**src/rtl/rle_uart_packer_pkg.sv**
```systemverilog
// Shared types and constants for the RLE-to-UART frame packer.
// Optional checksum state is only reachable when RLE_UART_PACKER_CHECKSUM_EN is defined.
package rle_uart_packer_pkg;

  localparam int unsigned PairWidth      = 16;
  localparam logic [7:0]  SofByteDefault = 8'hA5;

  typedef enum logic [2:0] {
    StIdle,
    StSof,
    StVal,
    StCnt,
    StWait,
    StChk
  } pack_state_e;

  typedef struct packed {
    logic [7:0] value;
    logic [7:0] count;
  } rle_pair_t;

endpackage

```
**src/rtl/rle_uart_packer_if.sv**
```systemverilog
// RLE pair input and UART byte output bundle for rle_uart_packer.
// slave is the packer side; master is the surrounding environment.
interface rle_uart_packer_if #(
  parameter int unsigned FIFO_DEPTH = 8
);
  localparam int unsigned LevelW = $clog2(FIFO_DEPTH) + 1;

  logic              i_pair_ready;
  logic [7:0]        i_val;
  logic [7:0]        i_count;
  logic              i_tx_ready;
  logic [7:0]        o_byte;
  logic              o_byte_valid;
  logic              o_frame_done;
  logic              o_overflow;
  logic [LevelW-1:0] o_fifo_level;

  modport master (
    output i_pair_ready, i_val, i_count, i_tx_ready,
    input  o_byte, o_byte_valid, o_frame_done, o_overflow, o_fifo_level
  );

  modport slave (
    input  i_pair_ready, i_val, i_count, i_tx_ready,
    output o_byte, o_byte_valid, o_frame_done, o_overflow, o_fifo_level
  );

endinterface

```
**src/rtl/rle_pair_fifo.sv**
```systemverilog
// Synchronous FIFO for RLE pairs; pointers carry one extra wrap bit.
// A write is accepted while full only when a read happens in the same cycle.
module rle_pair_fifo #(
  parameter int unsigned  DEPTH = 8,
  parameter int unsigned  WIDTH = 16,
  localparam int unsigned AW    = $clog2(DEPTH)
) (
  input  logic             CLK,
  input  logic             RST,
  input  logic             wr_en_i,
  input  logic [WIDTH-1:0] wr_data_i,
  input  logic             rd_en_i,
  output logic [WIDTH-1:0] rd_data_o,
  output logic             full_o,
  output logic             empty_o,
  output logic [AW:0]      level_o
);

  logic [WIDTH-1:0] mem_q [DEPTH];
  logic [AW:0]      wr_ptr_q, rd_ptr_q;
  logic             do_wr, do_rd;

  assign empty_o   = (wr_ptr_q == rd_ptr_q);
  assign full_o    = (wr_ptr_q[AW] != rd_ptr_q[AW]) &&
                     (wr_ptr_q[AW-1:0] == rd_ptr_q[AW-1:0]);
  assign do_rd     = rd_en_i && !empty_o;
  assign do_wr     = wr_en_i && (!full_o || do_rd);
  assign level_o   = wr_ptr_q - rd_ptr_q;
  assign rd_data_o = mem_q[rd_ptr_q[AW-1:0]];

  always_ff @(posedge CLK or posedge RST) begin
    if (RST) begin
      wr_ptr_q <= '0;
      rd_ptr_q <= '0;
    end else begin
      if (do_wr) wr_ptr_q <= wr_ptr_q + (AW + 1)'(1);
      if (do_rd) rd_ptr_q <= rd_ptr_q + (AW + 1)'(1);
    end
  end

  always_ff @(posedge CLK) begin
    if (do_wr) mem_q[wr_ptr_q[AW-1:0]] <= wr_data_i;
  end

endmodule

```
**src/rtl/rle_uart_packer.sv**
```systemverilog
// Buffers RLE value/count pairs and serialises them as SOF, value/count bytes per frame.
// Define RLE_UART_PACKER_CHECKSUM_EN to append an XOR checksum byte to each frame.
module rle_uart_packer
  import rle_uart_packer_pkg::*;
#(
  parameter int unsigned FIFO_DEPTH  = 8,
  parameter int unsigned FRAME_PAIRS = 16,
  parameter logic [7:0]  SOF_BYTE    = SofByteDefault
) (
  input logic              CLK,
  input logic              RST,
  rle_uart_packer_if.slave bus
);

  localparam int unsigned LevelW = $clog2(FIFO_DEPTH) + 1;

  pack_state_e          state_q, state_d;
  logic                 prev_ready_q, overflow_q, overflow_d;
  logic                 valid_q, valid_d, done_q, done_d;
  logic [7:0]           byte_q, byte_d, count_q, count_d, pair_cnt_q, pair_cnt_d;
  logic                 pair_stb, pop, accept, last_pair;
  logic                 fifo_full, fifo_empty;
  logic [PairWidth-1:0] fifo_head_raw;
  rle_pair_t            fifo_head;
  logic [LevelW-1:0]    fifo_level;
`ifdef RLE_UART_PACKER_CHECKSUM_EN
  logic [7:0]           csum_q, csum_d;
`endif

  assign pair_stb   = bus.i_pair_ready & ~prev_ready_q;
  assign accept     = valid_q & bus.i_tx_ready;
  assign last_pair  = (32'(pair_cnt_q) + 32'd1) == FRAME_PAIRS;
  assign fifo_head  = rle_pair_t'(fifo_head_raw);
  assign overflow_d = overflow_q | (pair_stb & fifo_full & ~pop);

  rle_pair_fifo #(
    .DEPTH (FIFO_DEPTH),
    .WIDTH (PairWidth)
  ) u_fifo (
    .CLK       (CLK),
    .RST       (RST),
    .wr_en_i   (pair_stb),
    .wr_data_i ({bus.i_val, bus.i_count}),
    .rd_en_i   (pop),
    .rd_data_o (fifo_head_raw),
    .full_o    (fifo_full),
    .empty_o   (fifo_empty),
    .level_o   (fifo_level)
  );

  always_ff @(posedge CLK or posedge RST) begin
    if (RST) state_q <= StIdle;
    else     state_q <= state_d;
  end

  always_comb begin
    state_d = state_q;
    case (state_q)
      StIdle: if (!fifo_empty) state_d = StSof;
      StSof:  if (accept) state_d = StVal;
      StVal:  if (accept) state_d = StCnt;
      StCnt: begin
        if (accept) begin
          if (last_pair) begin
`ifdef RLE_UART_PACKER_CHECKSUM_EN
            state_d = StChk;
`else
            state_d = StIdle;
`endif
          end else if (!fifo_empty) begin
            state_d = StVal;
          end else begin
            state_d = StWait;
          end
        end
      end
      StWait: if (!fifo_empty) state_d = StVal;
`ifdef RLE_UART_PACKER_CHECKSUM_EN
      StChk:  if (accept) state_d = StIdle;
`endif
      default: state_d = StIdle;
    endcase
  end

  // Output bytes are registered; these are the values loaded on the next edge.
  always_comb begin
    byte_d     = byte_q;
    valid_d    = valid_q;
    done_d     = 1'b0;
    pop        = 1'b0;
    count_d    = count_q;
    pair_cnt_d = pair_cnt_q;
`ifdef RLE_UART_PACKER_CHECKSUM_EN
    csum_d     = csum_q;
`endif
    case (state_q)
      StIdle: begin
        if (!fifo_empty) begin
          byte_d  = SOF_BYTE;
          valid_d = 1'b1;
`ifdef RLE_UART_PACKER_CHECKSUM_EN
          csum_d  = '0;
`endif
        end
      end
      StSof: begin
        if (accept) begin
          pop     = 1'b1;
          byte_d  = fifo_head.value;
          count_d = fifo_head.count;
`ifdef RLE_UART_PACKER_CHECKSUM_EN
          csum_d  = csum_q ^ fifo_head.value;
`endif
        end
      end
      StVal: begin
        if (accept) begin
          byte_d = count_q;
`ifdef RLE_UART_PACKER_CHECKSUM_EN
          csum_d = csum_q ^ count_q;
`endif
        end
      end
      StCnt: begin
        if (accept) begin
          if (last_pair) begin
            pair_cnt_d = '0;
`ifdef RLE_UART_PACKER_CHECKSUM_EN
            byte_d     = csum_q;
`else
            valid_d    = 1'b0;
            done_d     = 1'b1;
`endif
          end else begin
            pair_cnt_d = pair_cnt_q + 8'd1;
            if (!fifo_empty) begin
              pop     = 1'b1;
              byte_d  = fifo_head.value;
              count_d = fifo_head.count;
`ifdef RLE_UART_PACKER_CHECKSUM_EN
              csum_d  = csum_q ^ fifo_head.value;
`endif
            end else begin
              valid_d = 1'b0;
            end
          end
        end
      end
      StWait: begin
        if (!fifo_empty) begin
          pop     = 1'b1;
          byte_d  = fifo_head.value;
          valid_d = 1'b1;
          count_d = fifo_head.count;
`ifdef RLE_UART_PACKER_CHECKSUM_EN
          csum_d  = csum_q ^ fifo_head.value;
`endif
        end
      end
`ifdef RLE_UART_PACKER_CHECKSUM_EN
      StChk: begin
        if (accept) begin
          valid_d = 1'b0;
          done_d  = 1'b1;
        end
      end
`endif
      default: ;
    endcase
  end

  always_ff @(posedge CLK or posedge RST) begin
    if (RST) begin
      prev_ready_q <= 1'b0;
      overflow_q   <= 1'b0;
      byte_q       <= '0;
      valid_q      <= 1'b0;
      done_q       <= 1'b0;
      count_q      <= '0;
      pair_cnt_q   <= '0;
`ifdef RLE_UART_PACKER_CHECKSUM_EN
      csum_q       <= '0;
`endif
    end else begin
      prev_ready_q <= bus.i_pair_ready;
      overflow_q   <= overflow_d;
      byte_q       <= byte_d;
      valid_q      <= valid_d;
      done_q       <= done_d;
      count_q      <= count_d;
      pair_cnt_q   <= pair_cnt_d;
`ifdef RLE_UART_PACKER_CHECKSUM_EN
      csum_q       <= csum_d;
`endif
    end
  end

  assign bus.o_byte       = byte_q;
  assign bus.o_byte_valid = valid_q;
  assign bus.o_frame_done = done_q;
  assign bus.o_overflow   = overflow_q;
  assign bus.o_fifo_level = fifo_level;

endmodule

```
**src/flat_wrapper.sv**
```systemverilog
// flat-port wrapper written by rule: the top's interface ports become plain ports
module rle_uart_packer_flat import rle_uart_packer_pkg::*;
#(
  parameter int unsigned FIFO_DEPTH  = 8,
  parameter int unsigned FRAME_PAIRS = 16,
  parameter logic [7:0]  SOF_BYTE    = SofByteDefault
)
  (CLK, RST, bus_i_pair_ready, bus_i_val, bus_i_count, bus_i_tx_ready, bus_o_byte, bus_o_byte_valid, bus_o_frame_done, bus_o_overflow, bus_o_fifo_level);
  rle_uart_packer_if #(.FIFO_DEPTH(FIFO_DEPTH)) bus_i ();
  input logic CLK;
  input logic RST;
  input wire logic [$bits(bus_i.i_pair_ready)-1:0] bus_i_pair_ready;
  input wire logic [$bits(bus_i.i_val)-1:0] bus_i_val;
  input wire logic [$bits(bus_i.i_count)-1:0] bus_i_count;
  input wire logic [$bits(bus_i.i_tx_ready)-1:0] bus_i_tx_ready;
  output wire logic [$bits(bus_i.o_byte)-1:0] bus_o_byte;
  output wire logic [$bits(bus_i.o_byte_valid)-1:0] bus_o_byte_valid;
  output wire logic [$bits(bus_i.o_frame_done)-1:0] bus_o_frame_done;
  output wire logic [$bits(bus_i.o_overflow)-1:0] bus_o_overflow;
  output wire logic [$bits(bus_i.o_fifo_level)-1:0] bus_o_fifo_level;
  assign bus_i.i_pair_ready = bus_i_pair_ready;
  assign bus_i.i_val = bus_i_val;
  assign bus_i.i_count = bus_i_count;
  assign bus_i.i_tx_ready = bus_i_tx_ready;
  assign bus_o_byte = bus_i.o_byte;
  assign bus_o_byte_valid = bus_i.o_byte_valid;
  assign bus_o_frame_done = bus_i.o_frame_done;
  assign bus_o_overflow = bus_i.o_overflow;
  assign bus_o_fifo_level = bus_i.o_fifo_level;
  rle_uart_packer #(.FIFO_DEPTH(FIFO_DEPTH), .FRAME_PAIRS(FRAME_PAIRS), .SOF_BYTE(SOF_BYTE)) u_core (.CLK(CLK), .RST(RST), .bus(bus_i));
endmodule
```
**config.mk**
```make
export PLATFORM = sky130hd
export DESIGN_NAME = rle_uart_packer_flat
export DESIGN_NICKNAME = d
export VERILOG_FILES = /design/src/rtl/rle_uart_packer_pkg.sv /design/src/rtl/rle_uart_packer_if.sv /design/src/rtl/rle_pair_fifo.sv /design/src/rtl/rle_uart_packer.sv /design/src/flat_wrapper.sv
export SDC_FILE = /design/constraint.sdc
export NUM_CORES = 1
export LEC_CHECK = 0
export ABC_AREA = 1
export CORE_ASPECT_RATIO = 0.8
export CORE_MARGIN = 1
export CORE_UTILIZATION = 45
export DETAILED_ROUTE_END_ITERATION = 10
export PLACE_DENSITY = 0.58
export SLEW_MARGIN = 0
export SYNTH_ARGS = -nofsm -noshare
export SYNTH_HDL_FRONTEND = slang
export SYNTH_SLANG_ARGS = --single-unit
```
**constraint.sdc**
```tcl
create_clock -name CLK -period 3.1 [get_ports CLK]
set_input_delay 0.31 -clock CLK [delete_from_list [all_inputs] [get_ports CLK]]
set_output_delay 0.31 -clock CLK [all_outputs]
set_load 0.03 [all_outputs]
```
**After elaboration in Yosys (flattened, before gate mapping)**

Memories as Yosys holds them, arrays and structs flattened.
Index checks and enable logic that the tools add are counted.

- Add/sub/neg operators: 5
- Eq/ne operators: 16
- Multiplexer cells: 36
- Bitwise gates (word level): 7
- Reductions and logical operators: 16

Operators by type and width:

| cell | count |
|---|---|
| 2-to-1 mux 8 bit | 11 |
| case mux 8 bit (5 select lines) | 1 |
| == test 32 x 5 -> 1 bit, second input constant | 1 |
| case mux 8 bit (3 select lines) | 1 |
| 2-to-1 mux 3 bit | 7 |
| case mux 3 bit (5 select lines) | 1 |
| 2-to-1 mux 1 bit | 13 |
| adder 8 x 1 -> 9 bit, second input constant | 1 |
| adder 4 x 1 -> 4 bit, second input constant | 2 |
| adder 8 x 1 -> 8 bit, second input constant | 1 |
| inequality test 2 bit, second input constant | 4 |
| AND reduction 4 bit | 2 |
| == test 3 x 2 -> 1 bit, second input constant | 2 |
| inequality test 2 x 1 -> 1 bit, second input constant | 3 |
| AND reduction 6 bit | 1 |
| AND reduction 5 bit | 1 |
| nonzero test 5 bit | 1 |
| AND 1 bit | 4 |
| == test 4 bit | 1 |
| subtractor 4 bit | 1 |
| == test 3 x 1 -> 1 bit, second input constant | 1 |
| == test 3 bit | 1 |
| == test 3 bit, second input constant | 1 |
| logical AND 1 bit | 3 |
| 13 further kinds | 15 |

- Bits in registers: 39
- Memory bits (writable): 128
- Input port bits: 20
- Logic and storage cells: 91
- Memories: 1

Memory list:

| memory | depth | width | read ports | clocked after Yosys merged registers in | wr ports | line | text |
|---|---|---|---|---|---|---|---|
| u_core.u_fifo.mem_q | 8 | 16 | 1 | 0 | 1 | rle_pair_fifo.sv:19 | `logic [WIDTH-1:0] mem_q [DEPTH];` |

**Depth between registers and ports, before layout**

- Depth after elaboration: 10
- Depth in mapped cells: 13

**Cells and area by module**

Synthesis repeated with hierarchy kept, for this count alone.

- Cells, all modules: 725
- Area total of the unflattened synthesis: 7435.9 µm²

Modules (own cells, without submodules):

| module | times used | cells an instance | area an instance (µm²) |
|---|---|---|---|
| rle_pair_fifo | 1 | 522 | 5756.8 |
| rle_uart_packer | 1 | 203 | 1679.1 |

**Worst setup path before layout**

Ideal clock, no wire load.

- Path kind: flip-flop to flip-flop
- Start point: register u_core.u_fifo.rd_ptr_q[1]
- End point: memory u_core.u_fifo.mem_q[0][0], enable pin
- Arrival: 2.509 ns
- Path slack: 0.202 ns
- Cell stages (with the launch flop): 11
- Path buffers: 1
- Clock period less this slack: 2.898 ns
- Cells stage by stage: dfrtp_1 > inv_1 > clkbuf_1 > ha_1 > nand3_1 > nor2_4 > a21oi_4 > nand2_8 > nand2_8 > nand2_8 > nor2_1

- Cells in the longest elaborated chain, start to end: 10
- Elaborated cells between the ends (all ways): 14
- Those cells by class: eq/ne: 2; mux: 6; reduce/logical: 6

RTL lines:

| item | line | text |
|---|---|---|
| from (decl) | rle_pair_fifo.sv:20 | `logic [AW:0] wr_ptr_q, rd_ptr_q;` |
| from (signal assigned) | rle_pair_fifo.sv:37 | `if (do_rd) rd_ptr_q <= rd_ptr_q + (AW + 1)'(1);` |
| == test 4 bit | rle_pair_fifo.sv:23 | `assign empty_o = (wr_ptr_q == rd_ptr_q);` |
| 2-to-1 mux 1 bit | rle_uart_packer.sv:136, rle_uart_packer.sv:150 |  |
| 2-to-1 mux 1 bit | rle_uart_packer.sv:126 | `if (last_pair) begin` |
| 2-to-1 mux 1 bit | rle_uart_packer.sv:125 | `if (accept) begin` |
| case mux 1 bit (3 select lines) | rle_uart_packer.sv:96 | `case (state_q)` |
| logical AND 1 bit | rle_pair_fifo.sv:26 | `assign do_rd = rd_en_i && !empty_o;` |
| logical OR 1 bit (*) | rle_pair_fifo.sv:27 | `assign do_wr = wr_en_i && (!full_o \|\| do_rd);` |
| logical AND 1 bit (*) | rle_pair_fifo.sv:27 |  |
| 2-to-1 mux 1 bit (*) | rle_pair_fifo.sv:42 | `if (do_wr) mem_q[wr_ptr_q[AW-1:0]] <= wr_data_i;` |
| 2-to-1 mux 1 bit (not written as such) (*) | rle_pair_fifo.sv:42 |  |
| to (decl) | rle_pair_fifo.sv:19 |  |

Every way passes the cells marked *; elsewhere a longest branch is shown, timed or not.

**Worst setup path in the final report**

- Start point: register u_core.u_fifo.wr_ptr_q[0]
- End point: output bus_o_fifo_level[2]

- Cells in the longest elaborated chain, start to end: 1

RTL lines:

| item | line | text |
|---|---|---|
| from (decl) | rle_pair_fifo.sv:20 |  |
| from (signal assigned) | rle_pair_fifo.sv:36 | `if (do_wr) wr_ptr_q <= wr_ptr_q + (AW + 1)'(1);` |
| subtractor 4 bit | rle_pair_fifo.sv:28 | `assign level_o = wr_ptr_q - rd_ptr_q;` |
| to (decl) | flat_wrapper.sv:20 | `output wire logic [$bits(bus_i.o_fifo_level)-1:0] bus_o_fifo_level;` |

Every way passes these cells.

==> impl_metrics.json <==
{
  "leading_cell_types_by_total_area_after_synthesis": "edfxtp_1, dfrtp_1, nand2_1",
  "worst_pin_slew_ns": 0.924,
  "ys.warnings.count": 0,
  "worst_r2r_path_depth": 10,
  "netlist_area_um2": 7190,
  "final_routed_wirelength_across_all_metal_layers_mm": 15.5,
  "post_route_drc": 0,
  "worstHoldPathCells": 1,
  "post-cts-setup-buffers": 0,
  "syn_nets": 647,
  "postPlaceCellArea_um2": 7810,
  "numCtsBuffers": 17,
  "unrepaired_setup_endpoints_after_global_routing": "false",
  "nNetsFinal": 692,
  "timing.final.crit_period_ns": 2.80,
  "yosys.cell_types.count": 40,
  "routedWlPerCell_um": 17.4,
  "design_power_total_w": 0.00854,
  "cp_slowest_cell": "clkdlybuf4s50_1",
  "yosysTopAreaCell": "edfxtp_1",
  "relSlewSlack_pct": 38.3,
  "synth_cells": 620,
  "first_global_vias": 4568,
  "core_um2": 15300,
  "max-clock-path-buffers": 2,
  "worstSkewPairLatency_ns": 0.42,
  "io-pin-count": 35,
  "drive_above_1_share_pct": 13.0,
  "routabilityCongestion": 0.791,
  "yosys.area.top_type_share_pct": 53.5,
  "buffer_ports.inserted": 34,
  "endpoint_arrival_time_on_the_critical_path_ns": 2.49,
  "max_stage_delay_ns": 0.69,
  "syn2layout_area_growth_pct": 17.3,
  "synth_area_per_cell_um2": 11.6,
  "crit_path_max_fanout": 7,
  "cts-hold-fix-buffers": 0,
  "synth_sequential_area_ratio_pct": 67.1,
  "tritoncts": "done",
  "fin_crit_sh_pct": 90.2,
  "die_area_um2": 16500,
  "grt_pass1_wl_mm": 24.6,
  "cts_sinks": 167,
  "postCtsResizedCells": 0,
  "clkTransAtPathRegs_ns": 0.06,
  "power.ir.vdd_worst_v": 0.000505,
  "via_per_inst": 5.26,
  "finish.instance_area_um2": 8430,
  "antenna-diode-count": 0,
  "via_count": 4667,
  "n_fill_cell": 1305,
  "clock-skew-final_ns": 0.0108,
  "dieHeight_um": 115,
  "antenna_violations_before_repair": 0,
  "ys_seq_elements": 167,
  "timing_worst_setup_path_type": "flop to output pin",
  "totalNegativeSetupSlack_ns": 0,
  "layout.cells.most_common": "edfxtp_1",
  "htree_num_levels": 4,
  "grtUsageTotal_pct": 20.3,
  "worst_hold_path_class": "input port to flop",
  "drt_pass1_iterations": 4,
  "dr_iter_0_viols": 345,
  "horiz_die_dim_um": 143,
  "run_status": "finished, final reports clean",
  "finalHoldWorstSlack_ns": 0.370,
  "cp.required_ns": 2.79,
  "initial_utilization_pct": 46.9,
  "grt_start_max_net_pins": 69,
  "power_leakage_nw": 3.14,
  "crit_path_end_kind": "output pin",
  "overflow": 0,
  "maxClockFrequency_mhz": 358,
  "detail-route-antenna-nets": 0,
  "timing_hold_violations_final": 0,
  "clock-root-buffer": "clkbuf_16",
  "finalMaxSlewViolations": 0,
  "setup_viol": 0,
  "hpwlAfterDp_mm": 9.74,
  "crit_path_start_kind": "flop",
  "postLayoutCoreUtil_pct": 55.0,
  "most-common-layout-cells": "edfxtp_1, nand2_1, nor2_1",
  "worstPathCellList": "inv_1 > ha_1 > fa_1 > xnor2_1 > clkdlybuf4s50_1",
  "site_row_count": 40,
  "power.density_nw_per_um2": 1010,
  "cap_violations": 0
}
[worst paths after layout]
kind | from | end | slack [ns]
worst max register to register | u_core.u_fifo.wr_ptr_q[0]$_DFFE_PP0P_ | u_core.u_fifo.mem_q[3][12]$_DFFE_PP_ | 0.52
worst min register to register | u_core.bus.o_byte[1]$_DFFE_PP0P_ | u_core.bus.o_byte[1]$_DFFE_PP0P_ | 0.48
max in group asynchronous | RST | u_core.state_q[1]$_DFFE_PP0P_ | 2.02
min in group asynchronous | RST | u_core.prev_ready_q$_DFF_PP0_ | 0.40
worst max-delay path | u_core.u_fifo.wr_ptr_q[0]$_DFFE_PP0P_ | bus_o_fifo_level[2] | 0.30
worst min-delay path | bus_i_pair_ready | u_core.prev_ready_q$_DFF_PP0_ | 0.37
[layout make-up]
type | instances | area [um2] | share of cell area, %
sequential | 167 | 4820 | 57.2
multi-input combinational | 391 | 2100 | 24.9
timing repair buffer | 53 | 493 | 5.85
clock buffer | 17 | 425 | 5.05
tap | 210 | 263 | 3.12
clock inverter | 15 | 190 | 2.26
inverter | 35 | 136 | 1.62
[Yosys cell counts (all sizes together)]
| library cell | count |
|---|---|
| a21oi | 13 |
| nand2 | 135 |
| or2 | 1 |
| dfrtp | 39 |
| o21bai | 1 |
| buf | 9 |
| nand4 | 3 |
| o22ai | 14 |
| clkbuf | 18 |
| edfxtp | 128 |
| nor3 | 1 |
| o221ai | 13 |
| a32o | 8 |
| fa | 1 |
| xor2 | 4 |
| nand3 | 31 |
| o211ai | 1 |
| a31oi | 1 |
| o21a | 1 |
| ha | 6 |
| inv | 35 |
| nor2 | 77 |
| o21ai | 76 |
| xnor2 | 4 |
[flip-flops by register name (all words and copies together), names as in the netlist]
signal	cells
u_core.bus.o_byte_valid	1
u_core.count_q	8
u_core.u_fifo.wr_ptr_q	4
u_core.bus.o_frame_done	1
u_core.u_fifo.mem_q	128
u_core.pair_cnt_q	8
u_core.prev_ready_q	1
u_core.bus.o_byte	8
u_core.bus.o_overflow	1
u_core.u_fifo.rd_ptr_q	4
u_core.state_q	3
[cells by family (layout without fill, tap and decap cells)]
group	count (synthesis)	in the layout	share of synthesized area, %
xor+xnor	8	8	1.08
simple gates	248	248	15.6
flops	167	167	67.1
compound gates	128	128	11.2
buf+inv	62	120	3.71
fa+ha+maj	7	7	1.32
[through the flow]
stage,setup WS [ns],instances
detailed placement,0.561,856
floorplan,0.202,620
CTS,0.295,888
global route,0.155,888
global placement,0.628,856
finish,0.304,888
[critical path: cells and delay by family, from the launching register on]
family / cells / cell delay [ns]
adders and majority gates: 2 / 0.64
DFF: 1 / 0.46
xor gates and xnor gates: 1 / 0.14
buffers and inverters: 2 / 0.83
[metal layers]
| metal | track usage, % | vias to the layer above | wire length [um] |
|---|---|---|---|
| met3 | 5.08 | 4 | 647 |
| met1 | 28.9 | 2285 | 7630 |
| met4 | 4.40 | 0 | 50 |
| li1 | - | 2278 | - |
| met5 | 0 | - | 0 |
| met2 | 31.7 | 100 | 7130 |
[power breakdown]
| group | total, W | switching [W] | internal (W) |
|---|---|---|---|
| clock network | 0.00218 | 0.000895 | 0.00129 |
| registers | 0.00298 | 0.000218 | 0.00277 |
| logic | 0.00337 | 0.00223 | 0.00113 |
No activity file was read; power rests on OpenSTA's default activity.
